`src/rtl/shift_pkg.sv`:
```
// Shared definitions for the pipelined shift/rotate unit: operation
// encodings and an elaboration-time ceil(log2) helper.
package shift_pkg;

    typedef enum logic [1:0] {
        SH_SLL = 2'b00,
        SH_SRA = 2'b01,
        SH_ROR = 2'b10,
        SH_ROL = 2'b11
    } shift_op_t;

    // ceil(log2(v)); returns 0 for v <= 1
    function automatic int unsigned clog2(input int unsigned v);
        int unsigned r;
        r = 0;
        while ((32'd1 << r) < v) begin
            r = r + 1;
        end
        return r;
    endfunction

endpackage

```
`src/rtl/shift_level.sv`:
```
// One combinational mux level of the shifter: when sel_i is set the data
// moves by DIST positions according to op_i, otherwise it passes through.
module shift_level
    import shift_pkg::*;
#(
    parameter int unsigned WIDTH = 16,
    parameter int unsigned DIST  = 1
) (
    input  logic [WIDTH-1:0] data_i,
    input  logic             sign_i,
    input  shift_op_t        op_i,
    input  logic             sel_i,
    output logic [WIDTH-1:0] data_o
);

    // select shifted/rotated form for this level's distance
    always_comb begin
        data_o = data_i;
        if (sel_i) begin
            unique case (op_i)
                SH_SLL: data_o = {data_i[WIDTH-DIST-1:0], {DIST{1'b0}}};
                SH_SRA: data_o = {{DIST{sign_i}}, data_i[WIDTH-1:DIST]};
                SH_ROR: data_o = {data_i[DIST-1:0], data_i[WIDTH-1:DIST]};
                SH_ROL: data_o = {data_i[WIDTH-DIST-1:0], data_i[WIDTH-1:WIDTH-DIST]};
                default: data_o = data_i;
            endcase
        end
    end

endmodule

```
`src/rtl/shift_pipe.sv`:
```
// Pipelined SLL/SRA/ROR/ROL unit with valid/ready flow control.
// The log2(WIDTH) mux levels are split LEVELS_PER_STAGE per register stage.
// Optional feature macro: SHIFT_FLAGS_EN (registered zero/negative flags).
module shift_pipe
    import shift_pkg::*;
#(
    parameter int unsigned WIDTH            = 16,
    parameter int unsigned LEVELS_PER_STAGE = 2,
    parameter int unsigned TAG_W            = 4,
    localparam int unsigned SHAMT_W = clog2(WIDTH),
    localparam int unsigned NSTAGE  = (SHAMT_W + LEVELS_PER_STAGE - 1) / LEVELS_PER_STAGE
) (
    input  logic               clk,
    input  logic               rst,
    input  logic               in_valid,
    output logic               in_ready,
    input  logic [1:0]         in_op,
    input  logic [WIDTH-1:0]   in_data,
    input  logic [SHAMT_W-1:0] in_shamt,
    input  logic [TAG_W-1:0]   in_tag,
    output logic               out_valid,
    input  logic               out_ready,
    output logic [WIDTH-1:0]   out_data,
    output logic [TAG_W-1:0]   out_tag,
    output logic               out_z,
    output logic               out_n
);

    localparam int unsigned LPS = LEVELS_PER_STAGE;

    logic               valid_q [NSTAGE];
    logic               valid_d [NSTAGE];
    shift_op_t          op_q    [NSTAGE];
    shift_op_t          op_d    [NSTAGE];
    logic [WIDTH-1:0]   data_q  [NSTAGE];
    logic [WIDTH-1:0]   data_d  [NSTAGE];
    logic               sign_q  [NSTAGE];
    logic               sign_d  [NSTAGE];
    logic [SHAMT_W-1:0] shamt_q [NSTAGE];
    logic [SHAMT_W-1:0] shamt_d [NSTAGE];
    logic [TAG_W-1:0]   tag_q   [NSTAGE];
    logic [TAG_W-1:0]   tag_d   [NSTAGE];

    // result of each stage's mux levels, loaded into that stage's register
    logic [WIDTH-1:0]   stage_res [NSTAGE];
    logic [NSTAGE:0]    rdy;

    // Level j belongs to stage j/LPS; the first level of a stage reads the
    // previous stage register (or the input port for stage 0), later levels
    // chain from the level before.
    for (genvar j = 0; j < SHAMT_W; j++) begin : g_lvl
        localparam int unsigned K = j / LPS;
        logic [WIDTH-1:0] d_in;
        logic [WIDTH-1:0] d_out;
        logic             sg;
        shift_op_t        op;
        logic             sel;

        if (K == 0) begin : g_src_in
            assign sg  = in_data[WIDTH-1];
            assign op  = shift_op_t'(in_op);
            assign sel = in_shamt[j];
        end else begin : g_src_reg
            assign sg  = sign_q[K-1];
            assign op  = op_q[K-1];
            assign sel = shamt_q[K-1][j];
        end

        if (j % LPS != 0) begin : g_chain
            assign d_in = g_lvl[j-1].d_out;
        end else if (K == 0) begin : g_head_in
            assign d_in = in_data;
        end else begin : g_head_reg
            assign d_in = data_q[K-1];
        end

        shift_level #(
            .WIDTH (WIDTH),
            .DIST  (1 << j)
        ) u_level (
            .data_i (d_in),
            .sign_i (sg),
            .op_i   (op),
            .sel_i  (sel),
            .data_o (d_out)
        );
    end

    for (genvar k = 0; k < NSTAGE; k++) begin : g_stage
        localparam int unsigned LAST =
            (((k + 1) * LPS) < SHAMT_W) ? ((k + 1) * LPS - 1) : (SHAMT_W - 1);
        assign stage_res[k] = g_lvl[LAST].d_out;
    end

    // backward ready chain: a stage can load when empty or when it drains
    always_comb begin
        rdy         = '0;
        rdy[NSTAGE] = out_ready;
        for (int unsigned i = NSTAGE; i > 0; i--) begin
            rdy[i-1] = ~valid_q[i-1] | rdy[i];
        end
    end

    assign in_ready = ~rst & rdy[0];

    // stage next-state: load from upstream when ready, otherwise hold
    always_comb begin
        for (int unsigned k = 0; k < NSTAGE; k++) begin
            valid_d[k] = valid_q[k];
            op_d[k]    = op_q[k];
            data_d[k]  = data_q[k];
            sign_d[k]  = sign_q[k];
            shamt_d[k] = shamt_q[k];
            tag_d[k]   = tag_q[k];
        end
        if (rdy[0]) begin
            valid_d[0] = in_valid;
            op_d[0]    = shift_op_t'(in_op);
            data_d[0]  = stage_res[0];
            sign_d[0]  = in_data[WIDTH-1];
            shamt_d[0] = in_shamt;
            tag_d[0]   = in_tag;
        end
        for (int unsigned k = 1; k < NSTAGE; k++) begin
            if (rdy[k]) begin
                valid_d[k] = valid_q[k-1];
                op_d[k]    = op_q[k-1];
                data_d[k]  = stage_res[k];
                sign_d[k]  = sign_q[k-1];
                shamt_d[k] = shamt_q[k-1];
                tag_d[k]   = tag_q[k-1];
            end
        end
    end

    // stage registers with synchronous reset clearing every stage
    always_ff @(posedge clk) begin
        for (int unsigned k = 0; k < NSTAGE; k++) begin
            if (rst) begin
                valid_q[k] <= 1'b0;
                op_q[k]    <= SH_SLL;
                data_q[k]  <= '0;
                sign_q[k]  <= 1'b0;
                shamt_q[k] <= '0;
                tag_q[k]   <= '0;
            end else begin
                valid_q[k] <= valid_d[k];
                op_q[k]    <= op_d[k];
                data_q[k]  <= data_d[k];
                sign_q[k]  <= sign_d[k];
                shamt_q[k] <= shamt_d[k];
                tag_q[k]   <= tag_d[k];
            end
        end
    end

    assign out_valid = valid_q[NSTAGE-1];
    assign out_data  = data_q[NSTAGE-1];
    assign out_tag   = tag_q[NSTAGE-1];

`ifdef SHIFT_FLAGS_EN
    logic z_q, z_d, n_q, n_d;

    // flags follow the final-stage data load so they stay aligned with it
    always_comb begin
        z_d = z_q;
        n_d = n_q;
        if (rdy[NSTAGE-1]) begin
            z_d = (stage_res[NSTAGE-1] == '0);
            n_d = stage_res[NSTAGE-1][WIDTH-1];
        end
    end

    // flag registers
    always_ff @(posedge clk) begin
        if (rst) begin
            z_q <= 1'b0;
            n_q <= 1'b0;
        end else begin
            z_q <= z_d;
            n_q <= n_d;
        end
    end

    assign out_z = z_q;
    assign out_n = n_q;
`else
    assign out_z = 1'b0;
    assign out_n = 1'b0;
`endif

endmodule

```
`config.mk`:
```
export PLATFORM = sky130hd
export DESIGN_NAME = shift_pipe
export DESIGN_NICKNAME = d
export VERILOG_FILES = /design/src/rtl/shift_pkg.sv /design/src/rtl/shift_level.sv /design/src/rtl/shift_pipe.sv
export SDC_FILE = /design/constraint.sdc
export NUM_CORES = 1
export LEC_CHECK = 0
export CAP_MARGIN = 20
export CELL_PAD_IN_SITES_DETAIL_PLACEMENT = 0
export CELL_PAD_IN_SITES_GLOBAL_PLACEMENT = 1
export CORE_MARGIN = 5
export CORE_UTILIZATION = 50
export CTS_CLUSTER_SIZE = 40
export DETAILED_ROUTE_END_ITERATION = 6
export DONT_BUFFER_PORTS = 1
export GPL_TIMING_DRIVEN = 0
export HOLD_SLACK_MARGIN = 0.15
export PLACE_DENSITY_LB_ADDON = 0.1
export SLEW_MARGIN = 10
export SYNTH_ARGS = -nofsm -noshare
export SYNTH_HDL_FRONTEND = slang
export SYNTH_SLANG_ARGS = --single-unit
```
`constraint.sdc`:
```
create_clock -name clk -period 3.31 [get_ports clk]
set_clock_uncertainty 0.05 [all_clocks]
set_input_delay 0.331 -clock clk [delete_from_list [all_inputs] [get_ports clk]]
set_output_delay 0.331 -clock clk [all_outputs]
set_load 0.02 [all_outputs]
```
Yosys cells after proc, flatten, opt, wreduce, memory -nomap -nowiden
Memory sizes are Yosys's and may differ from the RTL's.
Index checks and enable logic that the tools add are counted.
- bits in registers: 0
- RAM bits: 56
- input port bits: 30
- output and inout port bits: 24
- logic and storage cells: 70
- memories kept: 6
- eq/ne operators: 7
- mux-type cells: 35
- bitwise logic cells: 18
- reductions and logical operators: 4
- memories (name ; words ; width ; read ports ; clocked after Yosys merged registers in ; write ports ; RTL line ; source):
    data_q ; 2 ; 16 ; 2 ; 0 ; 2 ; shift_pipe.sv:35 ; logic [WIDTH-1:0] data_q [NSTAGE];
    shamt_q ; 2 ; 4 ; 1 ; 0 ; 2 ; shift_pipe.sv:39 ; logic [SHAMT_W-1:0] shamt_q [NSTAGE];
    tag_q ; 2 ; 4 ; 2 ; 0 ; 2 ; shift_pipe.sv:41 ; logic [TAG_W-1:0] tag_q [NSTAGE];
    op_q ; 2 ; 2 ; 1 ; 0 ; 2 ; shift_pipe.sv:33 ; shift_op_t op_q [NSTAGE];
    sign_q ; 2 ; 1 ; 1 ; 0 ; 2 ; shift_pipe.sv:37 ; logic sign_q [NSTAGE];
    valid_q ; 2 ; 1 ; 2 ; 0 ; 2 ; shift_pipe.sv:31 ; logic valid_q [NSTAGE];
- operators by type and width (operator ; count):
    $pmux W16 S4 ; 3
    $mux W16 ; 8
    $pmux W16 S3 ; 1
    $mux W4 ; 8
    $or A1 B1 Y1 ; 14
    $mux W1 ; 11
    $eq A2 B2 Y1 const B ; 4
    $mux W2 ; 4
    $eq A2 B1 Y1 const B ; 2
    $logic_not A2 Y1 ; 2
    $not A1 Y1 ; 3
    $reduce_and A2 Y1 ; 1
    $reduce_or A2 Y1 ; 1
    $and A1 B1 Y1 ; 1
    $ne A1 B1 Y1 const B ; 1

Longest topological paths before layout
Gate-level depths: netlist of the first run.
An unclocked memory read counts as a cell.
- depth after elaboration: 8
- gate-level depth with buffers: 7
- depth with buffers taken out: 5

Hierarchy
Synthesis of the first run repeated with hierarchy kept, for this count alone.
- cells, all modules: 447
- area, all modules: 3281.9 sq um
- by module, submodules not included (module ; times used ; cells an instance ; area an instance (sq um) ; sequential area each (sq um)):
    shift_pipe ; 1 ; 208 ; 1680.4 ; 940.9
    shift_level at g_lvl[2].u_level ; 1 ; 64 ; 467.9 ; 0.0
    shift_level at g_lvl[1].u_level ; 1 ; 61 ; 441.7 ; 0.0
    shift_level at g_lvl[0].u_level ; 1 ; 59 ; 381.6 ; 0.0
    shift_level at g_lvl[3].u_level ; 1 ; 55 ; 310.3 ; 0.0

Least setup slack after synthesis of the first run
OpenSTA, ideal clock, no wires.
- path kind: register -> register
- start point: mem valid_q[1]
- end point: mem data_q[0][3]
- library setup time: 0.103 ns
- arrival: 1.570 ns
- data required time: 3.157 ns
- setup slack: 1.587 ns
- cell stages (with the launch flop): 7
- buffers on the path: 1
- period minus slack after synthesis: 1.723 ns
- cells stage by stage: dfxtp_1 > nor2b_1 > nand2_1 > clkbuf_1 > nand2_1 > a21oi_1 > a2111oi_2
- RTL lines (element ; RTL line):
    start: declaration ; shift_pipe.sv:31
    end: declaration ; shift_pipe.sv:35

==> impl_metrics.tcl, run 1 <==
set metrics [dict create \
    met3_usage_pct 6.08 \
    use_met1_pct 36.8 \
    clock-sinks 47 \
    synth-xor-area-share_pct 1.39 \
    slew-limit-headroom_pct 61.6 \
    path_class "register to register" \
    antenna_cells 0 \
    viasPerCell 6.57 \
    initial_core_util_pct 51.1 \
    antenna_found_initial 0 \
    synth_area_per_cell_um2 7.24 \
    hold_class "input port to register" \
    peakVddDrop_mv 0.269 \
    worstMarginPinSlew_ps 576 \
    reg2reg_depth 6 \
    crit_buf_inv 1 \
    htreeDepth 2 \
    synth_edf_count 0 \
    clock_path_buffers 2 \
    reg2reg_to "data_q[0][3]" \
    rsz0062_at_grt "no" \
    clk_latency_ps 300 \
    grt_pass1_vias 3095 \
    fin_tns_setup_ps 0 \
    crit_path_end "data_q[0][3]" \
    vias 3540 \
    critPathLaunchType "register" \
    fp-row-count 29 \
    synth_top_cells_by_area "dfxtp_1 29%, nand2_1 7.3%, nor2_1 6.7%" \
    ant_nets 0 \
    crit_chain "nor2b_1 -> nand2_1 -> clkbuf_1 -> nand2_1 -> a21oi_1 -> a2111oi_2" \
    path_depth 6 \
    cts-buffers-inserted 5 \
    grt_pass1_wl_um 17100 \
    drv_cap 0 \
    slowest_stage "nor2b_1" \
    fmax_mhz 428 \
    synthAdderAreaFrac_pct 0 \
    finalHoldViolations 0 \
    die_area_mm2 0.00817 \
    firstDrtPassIters 5 \
    areaGrowthSynthToFinish_pct 9.38 \
    gp_congestion 0.981 \
    yosys.area.top_type "dfxtp_1" \
    met2_usage_pct 37.3 \
    grt_max_degree 15 \
    finalCritPeriodShare_pct 70.6 \
    grt_busiest_layer "met2" \
    grt-ovfl-total 0 \
    drtIter0Drc 391 \
    fp.coreArea_mm2 0.00631 \
    cp_slowest_stage_delay_ps 510 \
    boundaryPins 54 \
    required_ps 3470 \
    period_needed_ps 2340 \
    report.final.slew_viol_count 0 \
    dp_worst_setup_slack_ps 1010 \
    cts_resized 0 \
    die_w_um 90.4 \
    async_flop_share_pct 0 \
    power_w 0.00156 \
    setup_viol 0 \
    syn_area_mm2 0.00323 \
    die_h_um 90.4 \
    worstPathMaxFanout 10 \
    p_leak_nw 1.32 \
    drc 0 \
    synth_top_family_by_area "simple AND/OR/NAND/NOR gates" \
    cp.arrival_ps 2490 \
    place_inst 524 \
    status "finished, final reports clean" \
    synth_top_flop_cell "dfxtp_1" \
    place_hpwl_um 7860 \
    yosys.area_share.simple_pct 27.7 \
    reg2reg_from "valid_q[1]" \
    avgRoutedWirePerCell_um 19.8 \
    powerDensity_mw_per_mm2 442 \
    synth_cell_type_count 53 \
    crit_start "valid_q[1]" \
    nets 491 \
    synth-seq-cells 47 \
    root_buffer "clkbuf_8" \
    cpLargestDelayFamily "simple AND/OR/NAND/NOR gates" \
    drt_wl_total_um 10700 \
    end_kind "register" \
    path_clk_slew_ps 90 \
    cts_tree "built" \
    stdcell_count 539 \
    drive_gt1_share_pct 7.79 \
    grt_usage_pct 25.6 \
    timing.final.ws_setup_ps 975 \
    numPortBuffers 0 \
    muxShareOfSynthArea_pct 7.32 \
    synth_top_area_share_pct 29.1 \
    crit_path_frequent_cell "nand2_1" \
    yosysWarningCount 0 \
    ys_seq_area_share_pct 29.1 \
    synth_compound_area_share_pct 27.5 \
    postSynthCellCount 446 \
    reg2reg_slack_ps 970 \
]
[worst register-to-register path: cells and delay by family (launching register included)]
kind | cells | cell delay (ps)
AO/OA/AOI/OAI | 2 | 420
buffers and inverters | 1 | 270
flip-flops | 1 | 480
AND/OR/NAND/NOR | 3 | 1010
[area by class of cell]
class,instances,area [um2]
Timing Repair Buffer,7,70.1
Clock buffer,6,72.6
Clock inverter,2,60.1
Tap cell,77,96.3
Fill cell,643,2780
Buffer,42,195
Multi-Input combinational cell,352,2070
Sequential cell,47,941
Inverter,6,22.5
[layer usage]
metal  vias up  wire [um]  part of all wire (%)
met5         -          0                     0
met4         0        263                   2.5
met3        27       1010                   9.5
met2       205       4700                    44
met1      1661       4720                    44
li1       1647          -                     -
[cells in the final DEF, fill, tap and decap left out, types with 2 or more instances in the layout]
master         Yosys  layout
nand2_2            2       2
inv_1              3       3
a311oi_1          11      11
a211oi_1          26      26
a221oi_1           4       4
dlygate4sd3_1      0       7
o21ai_0            4       4
mux4_2             4       4
clkinv_1           2       2
nor3b_1            2       2
nor2_1            58      58
bufinv_16          0       2
o32ai_1            2       2
nor3_1            29      29
conb_1             1       2
nand3_1           19      19
mux2i_1            9       9
o211ai_1           3       3
clkbuf_8           0       5
mux2_2             5       5
buf_1              6       6
dfxtp_1           47      47
nand2b_1          11      11
o31ai_1            2       2
buf_2              6       6
nand3b_1           2       2
o22ai_1           14      14
nor2b_1            8       8
o2bb2ai_1          4       4
and2_1             3       3
o211a_1            2       2
a21oi_1           38      38
a31oi_1            7       7
nand2_1           63      63
clkbuf_1          23      24
buf_4              6       6
[metrics by stage]
stage	util, %	area, um2	hold WS [ps]
6_report	55.9	3530	260
5_1_grt	55.9	3530	266
4_1_cts	55.9	3530	253
3_5_place_dp	52.7	3330	393
3_3_place_gp	52.7	3330	389
2_1_floorplan	-	3230	382
[where the power goes]
part,total (W),internal (W),switching [W]
sequential,0.000691,0.000613,0.0000776
combinational,0.000369,0.000149,0.000219
clock,0.000501,0.000302,0.000199
total,0.00156,0.00106,0.000495
[how the worst min path moves through the flow]
| stage | start | endpoint | slack (ps) | cells past startpoint |
|---|---|---|---|---|
| after floorplan | tag_q[0][0] | tag_q[0][0] | 380 | 2 |
| after global placement | tag_q[0][3] | tag_q[0][3] | 390 | 2 |
| after detailed placement | tag_q[0][1] | tag_q[0][1] | 390 | 2 |
| after CTS | in_data[10] | data_q[0][10] | 250 | 2 |
| after global routing | in_data[10] | data_q[0][10] | 270 | 2 |
| final | in_data[10] | data_q[0][10] | 260 | 2 |
[state kept, by name, summed over array words and instances (netlist names)]
signal	flops
sign_q	1
tag_q	8
data_q	32
shamt_q	2
valid_q	2
op_q	2
[kinds of logic (layout without fill, tap and decap cells)]
family / count (synthesis) / in the layout
compound gates: 129 / 129
buf+inv: 48 / 63
simple gates: 200 / 200
xor+xnor: 3 / 3
flops: 47 / 47
other cells: 1 / 2
mux: 18 / 18
[what timing repair did]
action / 4_1_cts / 5_1_grt
setup endpoints to repair: 0 / 0
hold buffers: 7 / 0
setup buffers: 0 / 0
hold endpoints to repair: 7 / 0
[synthesized netlist by cell type, drive strengths merged (3+ instances only)]
library cell	n
clkbuf	23
dfxtp	47
nor3	29
o211ai	3
nand3	19
inv	4
nor2b	8
buf	19
and2	3
a31oi	7
mux4	4
a221oi	4
nand2	65
nand2b	11
mux2	5
mux2i	9
a311oi	12
o21ai	5
a211oi	26
nor2	58
o2bb2ai	4
o22ai	14
a21oi	38
(Power assumes the default switching activity.)
==> run 2: changes to the inputs <==
--- a/config.mk
+++ b/config.mk
@@ -9,7 +9,7 @@
 export CELL_PAD_IN_SITES_DETAIL_PLACEMENT = 0
 export CELL_PAD_IN_SITES_GLOBAL_PLACEMENT = 1
 export CORE_MARGIN = 5
-export CORE_UTILIZATION = 50
+export CORE_UTILIZATION = 46
 export CTS_CLUSTER_SIZE = 40
 export DETAILED_ROUTE_END_ITERATION = 6
 export DONT_BUFFER_PORTS = 1
==> constraint.sdc (replaced) <==
create_clock -name clk -period 2.25 [get_ports clk]
set_clock_uncertainty 0.05 [all_clocks]
set_input_delay 0.225 -clock clk [delete_from_list [all_inputs] [get_ports clk]]
set_output_delay 0.225 -clock clk [all_outputs]
set_load 0.02 [all_outputs]
==> impl_metrics.tcl, run 2 (synthesis results as in run 1) <==
set metrics [dict create \
    die_w_um 93.8 \
    final_common_cell "nand2_1" \
    post-cts-setup-buffer-count 0 \
    clk_latency_ps 300 \
    report.final.slew_viol_count 0 \
    boundaryPins 54 \
    fp-row-count 30 \
    grt_pass1_vias 3323 \
    crit_path_frequent_cell "nand2_1" \
    finalCritPeriodShare_pct 93.2 \
    timing.final.ws_setup_ps 154 \
    rsz0062_at_grt "no" \
    path_depth 6 \
    powerDensity_mw_per_mm2 644 \
    antenna_found_initial 0 \
    grt_usage_pct 24.9 \
    gp_congestion 0.926 \
    cpLargestDelayFamily "simple AND/OR/NAND/NOR gates" \
    clock_path_buffers 2 \
    placed_cell_area_mm2 0.00335 \
    critPathLaunchType "register" \
    antenna_cells 0 \
    place_hpwl_um 8000 \
    fp.coreArea_mm2 0.00683 \
    drc 0 \
    root_buffer "clkbuf_8" \
    die_area_mm2 0.00880 \
    final_cell_mix "63 x nand2_1, 58 x nor2_1, 47 x dfxtp_1, 38 x a21oi_1, 29 x nor3_1" \
    drive_gt1_share_pct 8.21 \
    dp_worst_setup_slack_ps -49.3 \
    htreeDepth 2 \
    crit_buf_inv 1 \
    nets 492 \
    avgRoutedWirePerCell_um 19.4 \
    largest_register_ffs 32 \
    cp.arrival_ps 2250 \
    status "finished, final reports clean" \
    vias 3509 \
    drv_cap 0 \
    setup_viol 0 \
    peakVddDrop_mv 0.454 \
    worstMarginPinSlew_ps 579 \
    biggestRegsByFlops "data_q x32, tag_q x8" \
    grt-ovfl-total 0 \
    viasPerCell 6.28 \
    reg2reg_depth 6 \
    top_register "data_q" \
    drtIter0Drc 404 \
    required_ps 2400 \
    crit_chain "nor2b_2 -> nand2_1 -> clkbuf_2 -> nand2_1 -> a21oi_1 -> a2111oi_2" \
    cts_tree "built" \
    slowest_stage "dfxtp_1" \
    areaGrowthSynthToFinish_pct 10.5 \
    initial_core_util_pct 47.3 \
    stdcell_count 559 \
    hold_class "input port to register" \
    grt_pass1_wl_um 17200 \
    place_inst 543 \
    min_path_cells 4 \
    fin_area_mm2 0.00357 \
    ant_nets 0 \
    path_class "register to register" \
    die_h_um 93.8 \
    path_clk_slew_ps 90 \
    fillers 705 \
    finalHoldViolations 0 \
    end_kind "register" \
    drt_wl_total_um 10800 \
    slew-limit-headroom_pct 61.4 \
    power_w 0.00230 \
    fmax_mhz 477 \
    period_needed_ps 2100 \
    numPortBuffers 0 \
    clock-sinks 47 \
    fin_tns_setup_ps 0 \
    cts-buffers-inserted 5 \
    cp_slowest_stage_delay_ps 480 \
    firstDrtPassIters 5 \
    grt_max_degree 15 \
    worstPathMaxFanout 10 \
    p_leak_nw 1.32 \
]
==> run 2: cell types whose count changed in the layout (fill, tap and decap cells not counted), sizes merged <==
cell         previous run  this run
dlygate4sd3             7         8
==> run 2: final timing paths <==
kind	startpoint	end	slack, ps
hold reg to reg	tag_q[0][1]	tag_q[0][1]	410
hold / removal	in_data[9]	data_q[0][10]	190
setup reg to reg	valid_q[1]	data_q[0][3]	150
setup / recovery	valid_q[1]	data_q[0][3]	150
==> run 2: worst reg2reg max path, cell delays in order, from the launching register on <==
cell and delay, ps:
dfxtp_1 480, nor2b_2 380, nand2_1 130, clkbuf_2 230, nand2_1 300, a21oi_1 100, a2111oi_2 320
==> run 2: repair_timing <==
action | 4_1_cts | 5_1_grt
endpoints found under the hold margin | 8 | 0
gates resized for setup | 1 | 2
cloned | 0 | 0
hold buffers | 8 | 0
endpoints found under the setup margin | 3 | 2
==> run 2: metrics by stage <==
stage / hold WS, ps / util [%]
detailed placement: 303 / 49.1
finish: 189 / 52.3
CTS: 165 / 52.2
global route: 194 / 52.3
global placement: 304 / 49.1
floorplan: 296 / -
==> run 2: cell type report <==
cell class	instances	area [um2]	share of cell area, %
buffer	42	196	5.50
clock buffer	6	72.6	2.03
clock inverter	2	60.1	1.68
inverter	6	22.5	0.631
multi-input combinational	352	2080	58.2
sequential	47	941	26.4
tap	96	120	3.36
timing repair buffer	8	80.1	2.24
==> run 2: routing by layer <==
layer	track usage, %	routed length (um)	up-vias
met5	0	0	-
met4	8.30	252	0
met3	6.33	925	23
met2	38.2	4970	166
met1	34.0	4690	1673
li1	-	-	1647
==> run 2: power by group <==
part	switching (W)	total (W)	internal [W]
Sequential	0.000111	0.00101	0.000902
Clock	0.000294	0.000738	0.000444
Combinational	0.000325	0.000546	0.000221
Total	0.000730	0.00230	0.00157
==> run 3: changes to the inputs <==
--- a/config.mk
+++ b/config.mk
@@ -16,7 +16,6 @@
 export GPL_TIMING_DRIVEN = 0
 export HOLD_SLACK_MARGIN = 0.15
 export PLACE_DENSITY_LB_ADDON = 0.1
-export SLEW_MARGIN = 10
 export SYNTH_ARGS = -nofsm -noshare
 export SYNTH_HDL_FRONTEND = slang
 export SYNTH_SLANG_ARGS = --single-unit
==> results of run 3 <==
Same layout as run 2: the final DEF is identical, and so are final timing and power.
